$ cat src/rtl/ls_pkg.sv
// Shared constants, opcode decode helpers and state encoding for the load/store unit.
package ls_pkg;

    localparam int unsigned DATA_W = 32;
    localparam int unsigned TAG_W  = 4;
    localparam int unsigned NAME_W = 5;
    localparam int unsigned OP_W   = 6;

    localparam logic [OP_W-1:0] OP_NOP = OP_W'(0);
    localparam logic [OP_W-1:0] OP_LB  = OP_W'(1);
    localparam logic [OP_W-1:0] OP_LH  = OP_W'(2);
    localparam logic [OP_W-1:0] OP_LW  = OP_W'(3);
    localparam logic [OP_W-1:0] OP_LBU = OP_W'(4);
    localparam logic [OP_W-1:0] OP_LHU = OP_W'(5);
    localparam logic [OP_W-1:0] OP_SB  = OP_W'(6);
    localparam logic [OP_W-1:0] OP_SH  = OP_W'(7);
    localparam logic [OP_W-1:0] OP_SW  = OP_W'(8);

    localparam logic [1:0] MEM_BYTE = 2'd0;
    localparam logic [1:0] MEM_HALF = 2'd1;
    localparam logic [1:0] MEM_WORD = 2'd2;

    localparam logic [TAG_W-1:0]  TAG_FREE  = '1;
    localparam logic [NAME_W-1:0] NAME_FREE = '0;
    localparam logic [DATA_W-1:0] DATA_FREE = '0;

    typedef enum logic [1:0] {
        ST_IDLE = 2'd0,
        ST_WAIT = 2'd1,
        ST_DONE = 2'd2
    } ls_state_e;

    function automatic logic is_load(input logic [OP_W-1:0] op);
        return (op == OP_LB) || (op == OP_LH) || (op == OP_LW) ||
               (op == OP_LBU) || (op == OP_LHU);
    endfunction

    function automatic logic is_store(input logic [OP_W-1:0] op);
        return (op == OP_SB) || (op == OP_SH) || (op == OP_SW);
    endfunction

    function automatic logic [1:0] mem_size(input logic [OP_W-1:0] op);
        logic [1:0] sz;
        sz = MEM_WORD;
        if (op == OP_LB || op == OP_LBU || op == OP_SB) sz = MEM_BYTE;
        if (op == OP_LH || op == OP_LHU || op == OP_SH) sz = MEM_HALF;
        return sz;
    endfunction

endpackage

$ cat src/rtl/ls_load_ext.sv
// Sign/zero extension of returned load data according to the load opcode.
module ls_load_ext
    import ls_pkg::*;
(
    input  logic [OP_W-1:0]   op_i,
    input  logic [DATA_W-1:0] rdata_i,
    output logic [DATA_W-1:0] result_o
);

    always_comb begin
        result_o = rdata_i;
        case (op_i)
            OP_LB:   result_o = {{(DATA_W-8){rdata_i[7]}}, rdata_i[7:0]};
            OP_LBU:  result_o = {{(DATA_W-8){1'b0}}, rdata_i[7:0]};
            OP_LH:   result_o = {{(DATA_W-16){rdata_i[15]}}, rdata_i[15:0]};
            OP_LHU:  result_o = {{(DATA_W-16){1'b0}}, rdata_i[15:0]};
            default: result_o = rdata_i;
        endcase
    end

endmodule

$ cat src/rtl/ls_unit.sv
// Load/store execution stage: address generation, one memory transaction per
// instruction, load result broadcast and a retire pulse back to the buffer.
module ls_unit
    import ls_pkg::*;
(
    input  logic              clk,
    input  logic              rst,
    input  logic              LSworkEn,
    input  logic [DATA_W-1:0] operandO,
    input  logic [DATA_W-1:0] operandT,
    input  logic [DATA_W-1:0] imm,
    input  logic [TAG_W-1:0]  wrtTag,
    input  logic [NAME_W-1:0] wrtName,
    input  logic [OP_W-1:0]   opCode,
    output logic              LSreadEn,
    output logic              LSdone,
    output logic              enLSwrt,
    output logic [TAG_W-1:0]  LStag,
    output logic [DATA_W-1:0] LSdata,
    output logic              rfWrtEn,
    output logic [NAME_W-1:0] rfWrtName,
    output logic              memReq,
    output logic              memWe,
    output logic [DATA_W-1:0] memAddr,
    output logic [1:0]        memSize,
    output logic [DATA_W-1:0] memWdata,
    input  logic              memDone,
    input  logic [DATA_W-1:0] memRdata
);

    ls_state_e         state_q;
    logic [TAG_W-1:0]  tag_q;
    logic [NAME_W-1:0] name_q;
    logic [OP_W-1:0]   op_q;
    logic              ls_done_q, en_wrt_q, rf_we_q, mem_req_q, mem_we_q;
    logic [TAG_W-1:0]  ls_tag_q;
    logic [DATA_W-1:0] ls_data_q, mem_addr_q, mem_wdata_q;
    logic [NAME_W-1:0] rf_name_q;
    logic [1:0]        mem_size_q;
    logic [DATA_W-1:0] ext_data;

    ls_load_ext u_ext (
        .op_i     (op_q),
        .rdata_i  (memRdata),
        .result_o (ext_data)
    );

    always_ff @(posedge clk) begin
        if (!rst) begin
            state_q     <= ST_IDLE;
            tag_q       <= TAG_FREE;
            name_q      <= NAME_FREE;
            op_q        <= OP_NOP;
            ls_done_q   <= 1'b0;
            en_wrt_q    <= 1'b0;
            rf_we_q     <= 1'b0;
            ls_tag_q    <= TAG_FREE;
            ls_data_q   <= DATA_FREE;
            rf_name_q   <= NAME_FREE;
            mem_req_q   <= 1'b0;
            mem_we_q    <= 1'b0;
            mem_addr_q  <= DATA_FREE;
            mem_size_q  <= MEM_BYTE;
            mem_wdata_q <= DATA_FREE;
        end else begin
            // Result and retire strobes live for exactly one cycle.
            ls_done_q <= 1'b0;
            en_wrt_q  <= 1'b0;
            rf_we_q   <= 1'b0;
            ls_tag_q  <= TAG_FREE;
            case (state_q)
                ST_IDLE, ST_DONE: begin
                    state_q <= ST_IDLE;
                    if (LSworkEn) begin
                        if (is_load(opCode) || is_store(opCode)) begin
                            tag_q       <= wrtTag;
                            name_q      <= wrtName;
                            op_q        <= opCode;
                            mem_addr_q  <= operandO + imm;
                            mem_wdata_q <= operandT;
                            mem_we_q    <= is_store(opCode);
                            mem_size_q  <= mem_size(opCode);
                            mem_req_q   <= 1'b1;
                            state_q     <= ST_WAIT;
                        end else begin
                            ls_done_q <= 1'b1;
                            state_q   <= ST_DONE;
                        end
                    end
                end
                ST_WAIT: begin
                    if (memDone) begin
                        mem_req_q <= 1'b0;
                        ls_done_q <= 1'b1;
                        state_q   <= ST_DONE;
                        if (is_load(op_q)) begin
                            en_wrt_q  <= 1'b1;
                            rf_we_q   <= (name_q != NAME_FREE);
                            ls_tag_q  <= tag_q;
                            ls_data_q <= ext_data;
                            rf_name_q <= name_q;
                        end
                    end
                end
                default: state_q <= ST_IDLE;
            endcase
        end
    end

    assign LSreadEn  = ((state_q == ST_IDLE) || (state_q == ST_DONE)) && !LSworkEn;
    assign LSdone    = ls_done_q;
    assign enLSwrt   = en_wrt_q;
    assign LStag     = ls_tag_q;
    assign LSdata    = ls_data_q;
    assign rfWrtEn   = rf_we_q;
    assign rfWrtName = rf_name_q;
    assign memReq    = mem_req_q;
    assign memWe     = mem_we_q;
    assign memAddr   = mem_addr_q;
    assign memSize   = mem_size_q;
    assign memWdata  = mem_wdata_q;

endmodule
$ cat config.mk
export PLATFORM = sky130hd
export DESIGN_NAME = ls_unit
export DESIGN_NICKNAME = d
export VERILOG_FILES = /design/src/rtl/ls_pkg.sv /design/src/rtl/ls_load_ext.sv /design/src/rtl/ls_unit.sv
export SDC_FILE = /design/constraint.sdc
export NUM_CORES = 1
export LEC_CHECK = 0
export ABC_CLOCK_PERIOD_IN_PS = 3000
export BUFFER_PORTS_ARGS = -buffer_cell sky130_fd_sc_hd__buf_2
export CAP_MARGIN = 25
export CORE_ASPECT_RATIO = 2
export CORE_MARGIN = 3
export CORE_UTILIZATION = 40
export CTS_CLUSTER_SIZE = 25
export DETAILED_ROUTE_END_ITERATION = 10
export HOLD_SLACK_MARGIN = 0.12
export PLACE_DENSITY = 0.79
export SYNTH_ARGS = -nofsm -noshare
export SYNTH_HDL_FRONTEND = slang
export SYNTH_SLANG_ARGS = --single-unit
$ cat constraint.sdc
create_clock -name clk -period 3 [get_ports clk]
set_input_delay 0.15 -clock clk [delete_from_list [all_inputs] [get_ports clk]]
set_output_delay 0.15 -clock clk [all_outputs]
set_load 0.02 [all_outputs]
==> results by group <==
Clock network
  – H-Tree Depth: 4
  – Post-CTS resize count: 0
  – Clock transition at the registers of the reported paths: 0.05 ns
  – Clk_lat worst skew: 0.41 ns
  – Clock sink count: 129
  – CTS root buffer: clkbuf_16
  – CTS Buf Count: 17
  – Longest Clk Path Bufs: 2
  – CTS tree: done

GRT
  – Total gr overflow: 0
  – Antenna violations before repair: 1
  – Total track usage: 24.31%
  – Vias in the first global route: 6877
  – Global-route wire length before repair: 32.74 mm
  – Largest net degree at the start of global routing: 56

Drt
  – Drt drc: 0
  – Detail Route Antenna Nets: 0
  – Via count: 6822
  – Wirelength per Cell: 16.07 um
  – Pre-Repair DR Iteration Count: 5
  – Routed vias/inst: 5.248
  – Drt initial violations: 227
  – DRT Wirelength: 20.90 mm

Layout
  – Final instance area: 8925 um^2
  – Most frequent cells in the layout: buf_2 (259), nand2_1 (171), a21oi_1 (132)
  – Share of cells above drive strength 1: 28.56%
  – NumNets Final: 1274
  – Most common cell after layout, fill and taps aside: buf_2
  – Layout overhead on the synthesized area: 45.60%

Yosys
  – Mux cell area share after synthesis: 0.3470%
  – Mapped cell area: 6130 um^2
  – Number of synthesized register bits: 129
  – Post-synthesis sequential area ratio: 42.13%
  – Synth area leader: dfxtp_1
  – Top cell type's share of synthesized area: 42.13%
  – Post-synth EDFFs: 0
  – Avg Inst Size Synth: 7.930 um^2
  – Count of different cell masters after synthesis: 58
  – Top_reg_cell synth: dfxtp_1
  – Adder-Cell Fraction of Synth Area: 6.654%
  – Async S/R FF share, synth: 0%
  – Synth Area in XOR/XNOR: 4.144%
  – Largest family of logic cells by synthesized area: compound AO/OA/AOI/OAI gates
  – Mapped Cells: 773
  – Synth Warn #: 0
  – Ranking of synthesized cells by area: dfxtp_1 (42%), a21oi_1 (11%), nand2_1 (11%)
  – Post-synthesis compound-gate area fraction: 21.54%
  – Syn_nets: 952
  – Synth Area in Simple Gates: 21.13%

Pwr
  – Sw frac: 25.53%
  – Internal: 0.003318 W
  – LEAKAGE: 4.086 nW
  – P_sw: 0.001138 W
  – Pwr per Cell Area: 499.3 nW/um^2
  – Logic pwr share: 16.8%
  – Maximum VDD drop: 0.0003875 V
  – Seq pwr share: 39.7%
  – Clk pwr share: 43.6%

Floorplanning
  – Die footprint: 16940 um^2
  – Die Y: 181.1 um
  – Io pins: 260
  – Row cnt: 63
  – Die W: 93.54 um
  – Initial Utilization: 41.14%
  – Core area: 14900 um^2

Run status
  – Status: finished, final reports clean

STA
  – Fin crit share: 86.92%
  – Hold_ws: 0.1414 ns
  – Max-slew violations: 0
  – Relative slew slack: 42.69%
  – Clk_skew: 0.009070 ns
  – RSZ-0062 raised after global routing: false
  – # setup viols final: 0
  – Sum Neg Setup Slack: 0 ns
  – Fmax: 383.5 MHz
  – Fin. Hold Viols: 0
  – Worst slew pin tran: 0.8584 ns
  – Tmin final: 2.608 ns

Worst setup path
  – Worst EP required: 3.30 ns
  – CP Max Fanout: 4
  – CP Launch Type: primary input
  – Critical Path End Type: register
  – Crit path arrival time: 2.90 ns
  – Critical path class: in2reg

Hold path
  – HP Class: in2reg

Placed design
  – Final Wtd Congestion: 0.8948
  – Placed cell areas: 7579 um^2
  – Final HPWL DP: 14.17 mm
  – # port buffers: 259

Flow run
  – Max Cap Violations: 0
-- power groups by stage --
stage	Clock (W)	Combinational (W)	Sequential (W)
floorplan	0	0.000387	0.00183
global placement	0	0.000643	0.00180
detailed placement	0	0.000651	0.00180
CTS	0.00198	0.000738	0.00177
global route	0.00204	0.000816	0.00177
finish	0.00194	0.000747	0.00177
-- state kept, by name, indices dropped and copies added, names as in the netlist, 2 cells and up --
name       cells
memWdata      32
state_q        2
tag_q          4
op_q           6
memAddr       32
memSize        2
name_q         5
LSdata        32
rfWrtName      5
LStag          4
-- cell families (layout without fill, tap and decap cells) --
family,count (synthesis),count (layout)
XOR/XNOR,29,29
flip-flops,129,129
buffers and inverters,55,385
AND/OR/NAND/NOR,303,303
adder cells (fa/ha/maj),32,32
multiplexers,2,2
other,0,2
AO/OA/AOI/OAI,223,223
-- repair_timing --
action / 4_1_cts / 5_1_grt
hold buffers: 79 / 0
buffers inserted: 0 / 0
hold endpoints to repair: 80 / 0
-- cell usage after synthesis (all sizes together), types with 8 or more instances --
master    n
xor2     12
a21oi   134
clkbuf   39
a21o     14
nand2   173
nand3    23
nor2     54
nor3     15
ha       31
inv       8
dfxtp   129
o21ai    37
xnor2    17
-- metal layers --
layer	global-route usage (%)	vias to the layer above	wire, um
met2	44.87	306	11300
met4	16.96	0	1261
met5	0	-	0
li1	-	3309	-
met3	4.833	93	1173
met1	23.18	3114	7157
-- path summary, 6_finish.rpt --
path / from / endpoint / slack (ns) / cells after the start
worst max-delay path: operandO[0] / memAddr[30]$_SDFFE_PN0P_ / 0.39 / 13
worst min-delay path: opCode[4] / memWe$_SDFFE_PN0P_ / 0.14 / 4
worst max register to register: op_q[5]$_SDFFE_PN0P_ / LSdata[21]$_SDFFE_PN0P_ / 0.93 / 6
worst min register to register: tag_q[1]$_SDFFE_PN1P_ / LStag[1]$_SDFF_PN1_ / 0.44 / 1
-- worst max-delay path: stages --
cell and delay, ns:
buf_2 0.10, ha_1 0.22, fa_1 0.42, a21oi_1 0.21
o211ai_1 0.13, a21oi_1 0.17, buf_4 0.16, o221ai_2 0.15
o211ai_2 0.19, a31oi_2 0.14, a221oi_2 0.28, mux2_1 0.34
o31a_1 0.23
-- area by class of cell --
class | instances | area [um^2]
Multi-Input combinational cell | 589 | 3302
Clock inverter | 5 | 56.30
Inverter | 9 | 33.78
Clock buffer | 22 | 494.2
Antenna cell | 2 | 5.005
Sequential cell | 129 | 2582
Fill cell | 1265 | 5973
Tap cell | 195 | 244.0
Timing Repair Buffer | 349 | 2207
-- per-stage QoR --
step	instances	power, W	setup WS [ns]	utilization, %
floorplan	773	0.002222	0.3734	-
global placement	1192	0.002444	0.07122	50.87
detailed placement	1192	0.002453	0.03895	50.87
CTS	1298	0.004487	0.4639	59.87
global route	1299	0.004628	0.2780	59.89
finish	1300	0.004456	0.3924	59.91
Note: power is estimated with default switching activity, not from simulation.
